**src/rtl/alu_issue_seq.sv**
```systemverilog
// alu_issue_seq: issue/writeback sequencer sitting in front of the combinational alu.
// Decodes instructions, reads operands from a small register file, drives
// registered opcode/operands to the alu, then writes the alu result back and
// keeps a sticky copy of the alu flags.
// Optional feature macro: ALU_ISSUE_PIPE_EN (back-to-back issue with result
// forwarding). When it is undefined, one instruction is handled every 3 cycles.
module alu_issue_seq #(
  parameter int               DATA_W  = 8,
  parameter int               OPC_W   = 4,
  parameter int               REG_AW  = 2,
  parameter int               FLAG_W  = 3,
  parameter logic [OPC_W-1:0] NOP_OPC = 4'b0000
) (
  input  logic              clk,
  input  logic              rst,
  input  logic              instr_valid,
  output logic              instr_ready,
  input  logic [16:0]       instr_data,
  output logic [OPC_W-1:0]  opcode,
  output logic [DATA_W-1:0] operand_A,
  output logic [DATA_W-1:0] operand_B,
  input  logic [DATA_W-1:0] result,
  input  logic [FLAG_W-1:0] flag,
  output logic              wb_valid,
  output logic [REG_AW-1:0] wb_addr,
  output logic [DATA_W-1:0] wb_data,
  output logic [FLAG_W-1:0] flag_q,
  output logic              busy,
  input  logic [REG_AW-1:0] dbg_addr,
  output logic [DATA_W-1:0] dbg_data
);

  localparam int NREG = 1 << REG_AW;

  typedef enum logic [1:0] {
    IDLE = 2'd0,
    EXEC = 2'd1,
    DONE = 2'd2
  } state_t;

  state_t            state_r;
  state_t            state_s;
  logic              ready_s;
  logic              accept_s;
  logic              fwd_en_s;
  logic [DATA_W-1:0] src_a_s;
  logic [DATA_W-1:0] src_b_s;
  logic [DATA_W-1:0] reg_r [NREG];
  logic [REG_AW-1:0] rd_r;
  logic              nop_r;

  // Instruction field decode.
  logic              b_imm_s;
  logic [OPC_W-1:0]  opc_s;
  logic [REG_AW-1:0] rd_s;
  logic [REG_AW-1:0] ra_s;
  logic [REG_AW-1:0] rb_s;
  logic [7:0]        imm_s;

  assign b_imm_s = instr_data[16];
  assign opc_s   = instr_data[12 +: OPC_W];
  assign rd_s    = instr_data[10 +: REG_AW];
  assign ra_s    = instr_data[8 +: REG_AW];
  assign rb_s    = instr_data[0 +: REG_AW];
  assign imm_s   = instr_data[7:0];

  // Next-state and ready decode for the issue FSM.
  always_comb begin
    state_s = state_r;
    ready_s = 1'b0;
    case (state_r)
      IDLE: begin
        ready_s = 1'b1;
        if (instr_valid) begin
          state_s = EXEC;
        end else begin
          state_s = IDLE;
        end
      end
`ifdef ALU_ISSUE_PIPE_EN
      EXEC: begin
        // A new instruction can be taken while the current one writes back.
        ready_s = 1'b1;
        if (instr_valid) begin
          state_s = EXEC;
        end else begin
          state_s = IDLE;
        end
      end
      DONE: begin
        state_s = IDLE;
      end
`else
      EXEC: begin
        state_s = DONE;
      end
      DONE: begin
        state_s = IDLE;
      end
`endif
      default: begin
        state_s = IDLE;
        ready_s = 1'b0;
      end
    endcase
    accept_s = instr_valid & ready_s;
  end

  // Operand selection, with forwarding of the live alu result when enabled.
  always_comb begin
`ifdef ALU_ISSUE_PIPE_EN
    fwd_en_s = (state_r == EXEC) & ~nop_r;
`else
    fwd_en_s = 1'b0;
`endif
    if (fwd_en_s && (ra_s == rd_r)) begin
      src_a_s = result;
    end else begin
      src_a_s = reg_r[ra_s];
    end
    // The immediate path is never forwarded.
    if (b_imm_s) begin
      src_b_s = DATA_W'(imm_s);
    end else if (fwd_en_s && (rb_s == rd_r)) begin
      src_b_s = result;
    end else begin
      src_b_s = reg_r[rb_s];
    end
  end

  // State, operand, register-file and writeback registers.
  always_ff @(posedge clk) begin
    if (rst) begin
      state_r   <= IDLE;
      opcode    <= {OPC_W{1'b0}};
      operand_A <= {DATA_W{1'b0}};
      operand_B <= {DATA_W{1'b0}};
      rd_r      <= {REG_AW{1'b0}};
      nop_r     <= 1'b0;
      wb_valid  <= 1'b0;
      wb_addr   <= {REG_AW{1'b0}};
      wb_data   <= {DATA_W{1'b0}};
      flag_q    <= {FLAG_W{1'b0}};
      for (int i = 0; i < NREG; i++) begin
        reg_r[i] <= {DATA_W{1'b0}};
      end
    end else begin
      state_r  <= state_s;
      wb_valid <= 1'b0;
      if (accept_s) begin
        opcode    <= opc_s;
        operand_A <= src_a_s;
        operand_B <= src_b_s;
        rd_r      <= rd_s;
        nop_r     <= (opc_s == NOP_OPC);
      end
      // End of EXEC: the alu output reflects the operands loaded last edge.
      if ((state_r == EXEC) && !nop_r) begin
        reg_r[rd_r] <= result;
        flag_q      <= flag;
        wb_valid    <= 1'b1;
        wb_addr     <= rd_r;
        wb_data     <= result;
      end
    end
  end

  assign instr_ready = ready_s;
  assign busy        = (state_r != IDLE);
  assign dbg_data    = reg_r[dbg_addr];

endmodule

```
**config.mk**
```make
export PLATFORM = sky130hd
export DESIGN_NAME = alu_issue_seq
export DESIGN_NICKNAME = d
export VERILOG_FILES = /design/src/rtl/alu_issue_seq.sv
export SDC_FILE = /design/constraint.sdc
export NUM_CORES = 1
export LEC_CHECK = 0
export ABC_AREA = 1
export CAP_MARGIN = 20
export CELL_PAD_IN_SITES_DETAIL_PLACEMENT = 0
export CELL_PAD_IN_SITES_GLOBAL_PLACEMENT = 2
export CORE_MARGIN = 1
export CORE_UTILIZATION = 28
export CTS_BUF_LIST = sky130_fd_sc_hd__clkbuf_8
export DETAILED_ROUTE_END_ITERATION = 10
export PLACE_DENSITY_LB_ADDON = 0.1
export SYNTH_ARGS = -nofsm -noshare
export SYNTH_HDL_FRONTEND = slang
export SYNTH_SLANG_ARGS = --single-unit
```
**constraint.sdc**
```tcl
create_clock -name clk -period 5.18 [get_ports clk]
set_clock_uncertainty 0.1 [all_clocks]
set_input_delay 0.777 -clock clk [delete_from_list [all_inputs] [get_ports clk]]
set_output_delay 0.777 -clock clk [all_outputs]
set_load 0.01 [all_outputs]
```
==> results.toml <==
[cts]
numCtsBuffers = 9
insertion_delay_ns = 0.36
h-tree-depth = 3
post_cts_buffers = 0
clk_path_buf_depth = 2
root_buffer = "clkbuf_8"
cts_sinks = 71
tritoncts = "done"
clkTransAtPathRegs_ns = 0.07
postCtsHoldBufs = 0
cts-resized-gates = 0

[placed_design]
gp_congestion = 0.858
portBuffers = 76
dp_hpwl_um = 7090

[global_route]
antenna_found_initial = 0
grt_pass1_wl_um = 15700
use_met2_pct = 26.1
grt_max_degree = 31
grt_pass1_vias = 2911
met1_usage_pct = 22.3
grtUsageTotal_pct = 16.8
use_met3_pct = 4.23
grt_most_used_layer = "met2"
overflow = 0

[outcome]
outcome = "finished, final reports clean"

[yosys]
syn_area_sq_um = 3300
avgSynthCellArea_sq_um = 7.79
synth-seq-cells = 71
synth.distinct_cells = 24
synth_edf_count = 32
yosysSeqAreaShare_pct = 52.7
yosysWarnings = 0
ys_async_sr_fraction_pct = 0
synth_ff_type = "dfxtp_1"
synth_nets = 457
syn_inst = 424

[final_layout]
diodes = 0
nets = 527
final_common_cell = "nor2_1"
layout_common_cells = "92 x nor2_1, 76 x clkdlybuf4s50_1, 69 x nand2_1"
drive_above_1_share_pct = 5.21
syn2layout_area_growth_pct = 31.7

[floorplanning]
die_y_um = 111
rows = 39
initial_core_util_pct = 28.8
die_area_sq_um = 12200
fp.dieW_um = 111
coreArea_sq_um = 11500
ios = 77

[critical_path]
slowest_stage = "clkdlybuf4s50_1"
start_kind = "input pin"
critPathMaxStageDelay_ns = 0.59
crit_top_cell = "clkdlybuf4s50_1"
worst-path-buf-inv = 4
rr_startpoint = "state_r[0]"
required_ns = 4.30
path_cells = "clkdlybuf4s50_1 -> buf_4 -> inv_1 -> o21ai_0 -> o22ai_1 -> clkdlybuf4s50_1"
worstPathMaxFanout = 17
crit_type = "in2out"
cp.arrival_ns = 2.64
startpoint = "dbg_addr[0]"
end_kind = "primary output"
path_delay_family = "buffers and inverters"

[sta]
timing.fmax_ghz = 0.284
slew_headroom_pct = 54.7
setup_tns_ns = 0
period_share_pct = 67.9
tightest_slew_ns = 0.677
setup_viol = 0
hold_violations = 0
min_period_ns = 3.52
grt_setup_unrepaired = "false"
slew_violations = 0

[routing]
detail_route.iter0.violations = 132
drtPass1Iterations = 4
wirelength_um = 9740
post_drt_wl_per_cell_um = 15.2
post-route-drc-count = 0
vias_per_cell = 4.67
vias = 2999
ant_nets = 0

[pwr]
p_total_uw = 1290
power_density_nw_per_um2 = 296
ir_worst_vdd_mv = 0.163
p_leak_uw = 0.00182

[worst_hold_path]
hp-start = "nop_r"
holdCritPathClass = "reg2reg"

[flow_run]
drv_cap = 0
==> per-stage QoR <==
stage / utilization (%) / hold slack (ns) / worst slack [ns] / area [sq um] / std cells
3_3_place_gp: 36.3 / 0.348 / 1.67 / 4160 / 625
3_5_place_dp: 36.3 / 0.357 / 1.67 / 4160 / 625
5_1_grt: 37.9 / 0.398 / 1.44 / 4350 / 642
4_1_cts: 37.9 / 0.371 / 1.65 / 4340 / 641
2_1_floorplan: - / 0.343 / 2.83 / 3300 / 424
6_report: 37.9 / 0.366 / 1.66 / 4350 / 642
==> state kept, by name (all words and copies together), names as in the netlist, 3 cells and up <==
name	count
reg_r	32
operand_A	8
opcode	4
operand_B	8
wb_data	8
flag_q	3
==> layer usage <==
layer	wire, um	vias up
met2	4470	81
met3	554	14
li1	-	1532
met5	0	-
met1	4560	1372
met4	163	0
==> power by group <==
group / internal (uW) / switching [uW]
combinational: 98.6 / 116
clock: 216 / 214
sequential: 619 / 23.1
==> path summary, 6_finish.rpt <==
path / endpoint / slack, ns / depth (start not counted)
setup / recovery: dbg_data[3] / 1.66 / 6
hold / removal: nop_r / 0.37 / 2
setup reg to reg: reg_r[2][0] / 2.97 / 6
hold reg to reg: nop_r / 0.37 / 2
==> kinds of logic (layout without fill, tap and decap cells) <==
logic type      count (synthesis)  after routing  synth area share [%]
simple gates                  214            214                  27.4
flops                          71             71                  52.7
buf+inv                        60            135                  7.46
compound gates                 79             79                  12.4
==> Yosys cell counts (2+ instances only) <==
cell type / instances / area, sq um
nand3_2: 2 / 20.0
nor2_1: 92 / 345
clkbuf_1: 8 / 30.0
nand2_2: 2 / 12.5
inv_1: 36 / 135
nand2_1: 69 / 259
buf_2: 10 / 50.1
nor3_1: 2 / 10.0
o21ai_0: 49 / 245
o22ai_1: 7 / 43.8
edfxtp_1: 32 / 961
a21oi_1: 21 / 105
nand4_1: 2 / 12.5
nor2_2: 2 / 12.5
inv_2: 2 / 7.51
nand3_1: 41 / 205
dfxtp_1: 39 / 781
clkinv_1: 2 / 7.51
==> cell type report <==
type                            instances  area, sq um
Fill cell                            1195         7120
Sequential cell                        71         1740
Timing Repair Buffer                   79          781
Tap cell                              143          179
Inverter                               40          150
Clock inverter                          7         58.8
Clock buffer                            9          124
Multi-Input combinational cell        293         1320
==> tightest hold or removal path, cell delays in order, from the launching register on <==
cell,delay (ns)
dfxtp_1,0.31
nand2_1,0.06
a21oi_1,0.05
Note: power is estimated with default switching activity, not from simulation.
